<file path="src/rtl/neuron_batch_scorer.sv">
// neuron_batch_scorer: scores a fixed-length batch of single-bit neuron
// predictions against their labels, counting samples, correct predictions
// and predicted ones, then pulses done for one cycle with the final totals.
// Optional feature macro: SCORER_CONFUSION_EN adds false-positive and
// false-negative counters; without it fp_cnt/fn_cnt are tied to zero.
module neuron_batch_scorer #(
  parameter int BATCH_LEN = 16,
  parameter int CNT_W     = 8
) (
  input  logic             clk,
  input  logic             rst_n,
  input  logic             start,
  input  logic             in_valid,
  output logic             in_ready,
  input  logic             pred,
  input  logic             label,
  output logic             busy,
  output logic             done,
  output logic [CNT_W-1:0] sample_cnt,
  output logic [CNT_W-1:0] correct_cnt,
  output logic [CNT_W-1:0] ones_cnt,
  output logic [CNT_W-1:0] fp_cnt,
  output logic [CNT_W-1:0] fn_cnt
);

  typedef enum logic [1:0] {
    IDLE = 2'd0,
    RUN  = 2'd1,
    DONE = 2'd2
  } state_t;

  localparam logic [CNT_W-1:0] LAST_IDX = CNT_W'(BATCH_LEN - 1);
  localparam logic [CNT_W-1:0] ONE      = CNT_W'(1);

  state_t           state_q, state_d;
  logic [CNT_W-1:0] sample_cnt_q, sample_cnt_d;
  logic [CNT_W-1:0] correct_cnt_q, correct_cnt_d;
  logic [CNT_W-1:0] ones_cnt_q, ones_cnt_d;
  logic             accept;
  logic             clear;

  assign accept = (state_q == RUN) && in_valid;
  assign clear  = (state_q == IDLE) && start;

  // State register; reset forces IDLE immediately, so no done pulse survives a reset
  always_ff @(posedge clk or negedge rst_n) begin
    if (!rst_n) begin
      state_q <= IDLE;
    end else begin
      state_q <= state_d;
    end
  end

  // Next-state logic: start only matters in IDLE, DONE always lasts one cycle
  always_comb begin
    state_d = state_q;
    case (state_q)
      IDLE: if (start) state_d = RUN;
      RUN:  if (accept && (sample_cnt_q == LAST_IDX)) state_d = DONE;
      DONE: state_d = IDLE;
      default: state_d = IDLE;
    endcase
  end

  // Output decode straight from the state register so no input reaches an output
  always_comb begin
    in_ready = 1'b0;
    busy     = 1'b0;
    done     = 1'b0;
    case (state_q)
      RUN: begin
        in_ready = 1'b1;
        busy     = 1'b1;
      end
      DONE:    done = 1'b1;
      default: ;
    endcase
  end

  // Core counters: cleared on start, bumped on each accepted sample, held otherwise
  always_comb begin
    sample_cnt_d  = sample_cnt_q;
    correct_cnt_d = correct_cnt_q;
    ones_cnt_d    = ones_cnt_q;
    if (clear) begin
      sample_cnt_d  = '0;
      correct_cnt_d = '0;
      ones_cnt_d    = '0;
    end else if (accept) begin
      sample_cnt_d = sample_cnt_q + ONE;
      if (pred ~^ label) correct_cnt_d = correct_cnt_q + ONE;
      if (pred)          ones_cnt_d    = ones_cnt_q + ONE;
    end
  end

  // Core counter registers
  always_ff @(posedge clk or negedge rst_n) begin
    if (!rst_n) begin
      sample_cnt_q  <= '0;
      correct_cnt_q <= '0;
      ones_cnt_q    <= '0;
    end else begin
      sample_cnt_q  <= sample_cnt_d;
      correct_cnt_q <= correct_cnt_d;
      ones_cnt_q    <= ones_cnt_d;
    end
  end

  assign sample_cnt  = sample_cnt_q;
  assign correct_cnt = correct_cnt_q;
  assign ones_cnt    = ones_cnt_q;

`ifdef SCORER_CONFUSION_EN
  logic [CNT_W-1:0] fp_cnt_q, fp_cnt_d;
  logic [CNT_W-1:0] fn_cnt_q, fn_cnt_d;

  // Confusion counters: a wrong prediction is a false positive or a false negative
  always_comb begin
    fp_cnt_d = fp_cnt_q;
    fn_cnt_d = fn_cnt_q;
    if (clear) begin
      fp_cnt_d = '0;
      fn_cnt_d = '0;
    end else if (accept) begin
      if (pred && !label) fp_cnt_d = fp_cnt_q + ONE;
      if (!pred && label) fn_cnt_d = fn_cnt_q + ONE;
    end
  end

  // Confusion counter registers
  always_ff @(posedge clk or negedge rst_n) begin
    if (!rst_n) begin
      fp_cnt_q <= '0;
      fn_cnt_q <= '0;
    end else begin
      fp_cnt_q <= fp_cnt_d;
      fn_cnt_q <= fn_cnt_d;
    end
  end

  assign fp_cnt = fp_cnt_q;
  assign fn_cnt = fn_cnt_q;
`else
  assign fp_cnt = '0;
  assign fn_cnt = '0;
`endif

endmodule

</file>
<file path="config.mk">
export PLATFORM = sky130hd
export DESIGN_NAME = neuron_batch_scorer
export DESIGN_NICKNAME = d
export VERILOG_FILES = /design/src/rtl/neuron_batch_scorer.sv
export SDC_FILE = /design/constraint.sdc
export NUM_CORES = 1
export LEC_CHECK = 0
export ABC_CLOCK_PERIOD_IN_PS = 1800
export BUFFER_PORTS_ARGS = -buffer_cell sky130_fd_sc_hd__buf_2
export CAP_MARGIN = 20
export CORE_MARGIN = 3
export CORE_UTILIZATION = 45
export CTS_BUF_LIST = sky130_fd_sc_hd__clkbuf_8 sky130_fd_sc_hd__clkbuf_16
export DETAILED_ROUTE_END_ITERATION = 10
export PLACE_DENSITY = 0.72
export SLEW_MARGIN = 5
export SYNTH_ARGS = -nofsm -noshare
export SYNTH_HDL_FRONTEND = slang
export SYNTH_SLANG_ARGS = --single-unit
</file>
<file path="constraint.sdc">
create_clock -name clk -period 1.8 [get_ports clk]
set_input_delay 0.09 -clock clk [delete_from_list [all_inputs] [get_ports clk]]
set_output_delay 0.09 -clock clk [all_outputs]
set_load 0.03 [all_outputs]
</file>
## After elaboration in Yosys (flattened, before gate mapping)

Index checks and enable logic that the tools add are counted.

- Input port bits: 6
- Register bits: 26

- Equal/unequal tests: 5
- Reductions and logical operators: 10
- Add/sub/neg operators: 3
- Bitwise logic cells: 1
- Muxes and demuxes: 13

Operators with widths:

| operator | number |
|---|---|
| two-way mux 8 bit | 8 |
| adder 8 x 1 -> 8 bit (second input constant) | 3 |
| == test 8 x 4 -> 1 bit (second input constant) | 1 |
| AND reduction 2 bit | 3 |
| nonzero test 2 bit | 3 |
| two-way mux 2 bit | 2 |
| case mux 2 bit (2 select lines) | 1 |
| logical AND 1 bit | 3 |
| == test 2 x 1 -> 1 bit (second input constant) | 1 |
| == test 2 bit (second input constant) | 1 |
| zero test 2 bit | 1 |
| two-way mux 1 bit | 2 |
| inequality test 2 x 1 -> 1 bit (second input constant) | 1 |
| inequality test 2 bit (second input constant) | 1 |
| XNOR 1 bit | 1 |

## Longest topological paths before layout

- Depth in word-level cells: 5
- Depth in mapped cells: 5
- Depth with buffers taken out: 4

## Worst setup path before layout

Ideal clock, no wire load.

- Path type: reg-to-reg
- Start: reg ones_cnt_q[0], in the netlist ones_cnt[0]
- End: reg ones_cnt_q[6], in the netlist ones_cnt[6]
- Setup time: 0.077 ns
- Setup slack: 0.240 ns
- Cell stages (with the launch flop): 5
- Arrival: 1.483 ns
- Clock period less this slack: 1.560 ns
- Cell sequence: dfrtp_1 ha_1 inv_1 or4_1 a21oi_1

- Longest elaborated chain between the ends: 4

RTL lines:

| element | RTL line | RTL |
|---|---|---|
| from (decl) | 38 | `logic [CNT_W-1:0] ones_cnt_q, ones_cnt_d;` |
| from (signal assigned) | 105 | `ones_cnt_q <= ones_cnt_d;` |
| adder 8 x 1 -> 8 bit | 92 | `if (pred) ones_cnt_d = ones_cnt_q + ONE;` |
| two-way mux 8 bit | 92 |  |
| two-way mux 8 bit | 89 | `end else if (accept) begin` |
| two-way mux 8 bit | 85 | `if (clear) begin` |

Every way passes these cells. The select of a mux whose other input is x is not followed.
A chain may end at the register's enable or synchronous reset.

## Worst setup path in the final report

- Start: reg state_q[1]
- End: reg ones_cnt_q[2], in the netlist ones_cnt[2]

- Longest elaborated chain between the ends: 4
- Elaborated cells between the ends (all ways): 8
- Those cells by class: 1 x eq/ne; 1 x mux; 6 x reduce/logical

RTL lines:

| element | RTL line | RTL |
|---|---|---|
| from (decl) | 35 | `state_t state_q, state_d;` |
| from (signal assigned) | 50 | `state_q <= state_d;` |
| == test 2 x 1 -> 1 bit / zero test 2 bit (equally long branches) | 42, 43 |  |
| logical AND 1 bit (on tied branches) | 42, 43 |  |
| nonzero test 2 bit (no source line) | - |  |
| AND reduction 2 bit (no source line) | - |  |

Parallel ways exist; a longest one is shown, timed or not.

==> summary.md <==
| Metric | Value |
|---|---|
| Slew headroom | `61.18%` |
| Endpoint kind of the worst setup timing path | `flop` |
| Number of global-route vias before repair | `1182` |
| Commonest non-fill, non-tap cell in the layout | `sky130_fd_sc_hd__buf_2` |
| Critical path peak fanout | `8` |
| Switching power | `1.172 mW` |
| Final WL | `3023 um` |
| CTS sink cnt | `26` |
| Setup Skew | `0.004391 ns` |
| Via count normalized by instance count | `5.425` |
| Max-capacitance violation count | `0` |
| Top cells by area, synth | `sky130_fd_sc_hd__dfrtp_1 44%, sky130_fd_sc_hd__buf_4 8.6%, sky130_fd_sc_hd__mux2i_1 6.1%` |
| Cells after synthesis | `155` |
| Required time worst endpoint | `around 2.0 ns` |
| Global-route usage over all layers | `between 10% and 20%` |
| Net count reported at finish | `199` |
| Switching Fraction | `47.88%` |
| Clock transition at path regs | `0.09 ns` |
| Sequential group share of total power | `40.3%` |
| Post-CTS repair timing setup buffer count | `0` |
| Placement Rows | `20` |
| Largest net degree at the start of global routing | `27` |
| Cell taking the most area after synthesis | `sky130_fd_sc_hd__dfrtp_1` |
| Count of final setup violators | `0` |
| Final hold violation count | `0` |
| Number of inserted filler cells in the final layout | `286` |
| Worst vdd rail ir drop | `869.9 uV` |
| Max Fclk | `628.4 MHz` |
| Layout-stage area growth over the synthesis result | `14.21%` |
| Pwr/cell area | `1449 nW/um2` |
| Avg WL per Cell | `12.97 um` |
| Half-perimeter wire length of the detailed placement result | `2287 um` |
| Post-route clock period utilization | `88.41%` |
| Die boundary height | `around 63 um` |
| Pint | `~1.3 mW` |
| Initial DRT Pass Iterations | `4` |
| Category of the most critical setup path | `reg -> reg` |
| Initial antenna violation count | `0` |
| Gpl congestion | `0.7786` |
| Clock latency reported for the late side of the worst-skew pair | `0.27 ns` |
| Number of unique standard cell types used by synthesis | `28` |
| DRC violation count after routing | `0` |
| Maximum level of the CTS H-tree | `1` |
| Fraction of power consumed by combinational cells | `44.5%` |
| Total Neg Setup Slack | `0 ns` |
| Global route total overflow | `0` |
| Hold/Removal Path Class | `in -> reg` |
| Measured slew at the worst slew-check pin | `0.5824 ns` |
| Total power | `2.447 mW` |
| Unrepaired setup endpoints after global routing | `no` |
| CTS buffer count | `3` |
| Area share of the largest cell type after synthesis | `a little over two fifths` |
| Data arrival time of the worst path | `1.79 ns` |
| Post-synthesis cell area | `1479 um2` |
| TritonCTS clock tree | `done` |
| Average cell area after synthesis | `approximately 9.5 um2` |
| Post-synthesis sequential element count | `26` |
| Fraction of final layout cells sized beyond drive strength 1 | `between 20% and 30%` |
| Leakage component of the power | `just over 0.8 nW` |
| Clock share of power | `15.3%` |
| Yosys warns | `0` |
| Global-route wire length before repair | `5285 um` |
| Sequential area share after synthesis | `43.99%` |
| Clk buf depth | `2` |
| Count of antenna-violating nets left after detailed routing | `0` |
| Die outline area | `4010 um2` |
| Die width | `between 60 and 70 um` |
| Critical Path Start Type | `flop` |
| Routed via count | `1264` |
| Core region area | `between 3000 and 4000 um2` |
| Clock tree root driver cell | `sky130_fd_sc_hd__clkbuf_8` |
| Final slew viol count | `0` |
| Result of the run | `complete, no violations` |
| Commonest cells after routing, fill and taps aside | `32 x sky130_fd_sc_hd__buf_2, 26 x sky130_fd_sc_hd__dfrtp_1, 16 x sky130_fd_sc_hd__conb_1, 12 x sky130_fd_sc_hd__a21oi_1, 11 x sky130_fd_sc_hd__nand2_1` |
| Min cycle time layout | `1.591 ns` |
| Detailed Route Iter0 Violations | `56` |
| Diode insertion count for antenna repair | `0` |
| Initial Utilization | `between 40 and 50%` |
| IO buf count | `32` |
| Number of I/O pins | `49` |
## stage by stage
step	area, um2	cells	utilization (%)	hold slack, ns	setup slack [ns]
after floorplan	1535	170	-	-0.2056	0.2400
after global placement	1624	228	52.34	0.1253	0.2408
after detailed placement	1624	228	52.34	0.1279	0.2163
after CTS	1689	233	54.44	0.2307	0.1931
after global routing	1689	233	54.44	0.2790	0.05806
final	1689	233	54.44	0.2309	0.2087
## synthesized netlist by cell type
library cell / n
sky130_fd_sc_hd__a21oi_1: 12
sky130_fd_sc_hd__nand4_1: 4
sky130_fd_sc_hd__inv_1: 5
sky130_fd_sc_hd__or3_1: 5
sky130_fd_sc_hd__and2b_1: 1
sky130_fd_sc_hd__nand3_1: 10
sky130_fd_sc_hd__nor4_1: 3
sky130_fd_sc_hd__nand3b_1: 1
sky130_fd_sc_hd__clkbuf_1: 2
sky130_fd_sc_hd__ha_1: 3
sky130_fd_sc_hd__o31ai_1: 7
sky130_fd_sc_hd__or4_1: 8
sky130_fd_sc_hd__conb_1: 1
sky130_fd_sc_hd__or2b_1: 1
sky130_fd_sc_hd__xor2_1: 4
sky130_fd_sc_hd__nand2b_1: 3
sky130_fd_sc_hd__mux2i_1: 9
sky130_fd_sc_hd__buf_4: 17
sky130_fd_sc_hd__dfrtp_1: 26
sky130_fd_sc_hd__nor2_1: 6
sky130_fd_sc_hd__buf_6: 1
sky130_fd_sc_hd__nand4b_1: 2
sky130_fd_sc_hd__o21ai_0: 6
sky130_fd_sc_hd__nor3_1: 3
sky130_fd_sc_hd__nand2_1: 11
sky130_fd_sc_hd__nor3b_2: 1
sky130_fd_sc_hd__or3b_2: 1
sky130_fd_sc_hd__buf_2: 2
## cells by family after synthesis
kind of cell / Yosys count / share of synthesized area (%)
DFF: 26 / 43.99
AOI/OAI and AO/OA: 25 / 9.645
xor gates and xnor gates: 4 / 2.369
and+or+nand+nor: 60 / 23.27
other: 1 / 0.2536
buffers and inverters: 27 / 11.84
muxes: 9 / 6.092
adders and majority gates: 3 / 2.538
## layer usage
| layer | routed length [um] | global-route usage, % | vias to the layer above | share of wire (%) |
|---|---|---|---|---|
| li1 | - | - | 597 | - |
| met5 | 0 | 0 | - | 0 |
| met1 | 1228 | 19.38 | 618 | 41 |
| met2 | 1567 | 29.34 | 42 | 52 |
| met4 | 68 | 7.278 | 0 | 2.2 |
| met3 | 159 | 2.496 | 7 | 5.3 |
## cell type report
| cell class | count | area [um2] | area share (%) |
|---|---|---|---|
| Tap cell | 44 | 55.05 | 3.259 |
| Sequential cell | 26 | 650.6 | 38.52 |
| Clock buffer | 4 | 55.05 | 3.259 |
| Inverter | 5 | 18.77 | 1.111 |
| Multi-Input combinational cell | 117 | 709.4 | 42.00 |
| Timing Repair Buffer | 37 | 200.2 | 11.85 |
## power groups by stage
stage	sequential (mW)	clock (mW)	combinational (mW)
floorplan	1.23	0	0.547
global placement	0.980	0	1.06
detailed placement	0.994	0	1.10
CTS	0.982	0.385	1.10
global route	1.02	0.413	1.19
finish	0.986	0.373	1.09
## sequential cells by signal, summed over array words and instances, names as in the netlist
signal       count
correct_cnt      8
sample_cnt       8
state_q          2
ones_cnt         8
## critical path: stages, from the launching register on
cell                       delay, ns
sky130_fd_sc_hd__dfrtp_1        0.43
sky130_fd_sc_hd__nand4b_1       0.35
sky130_fd_sc_hd__buf_4          0.26
sky130_fd_sc_hd__or3_1          0.31
sky130_fd_sc_hd__a21oi_1        0.16
## what timing repair did
action | in CTS | in global routing
gates resized for setup | 0 | 0
endpoints found under the hold margin | 26 | 0
hold buffers | 1 | 0
## worst paths after layout
path	startpoint	slack, ns	depth (start not counted)	to
setup / recovery	state_q[1]	0.21	4	ones_cnt[2]
hold / removal	in_valid	0.23	4	sample_cnt[2]
setup reg to reg	state_q[1]	0.21	4	ones_cnt[2]
hold reg to reg	correct_cnt[7]	0.54	2	correct_cnt[7]
max in group asynchronous	rst_n	1.07	2	sample_cnt[4]
min in group asynchronous	rst_n	0.34	2	ones_cnt[5]
(Power assumes the default switching activity.)
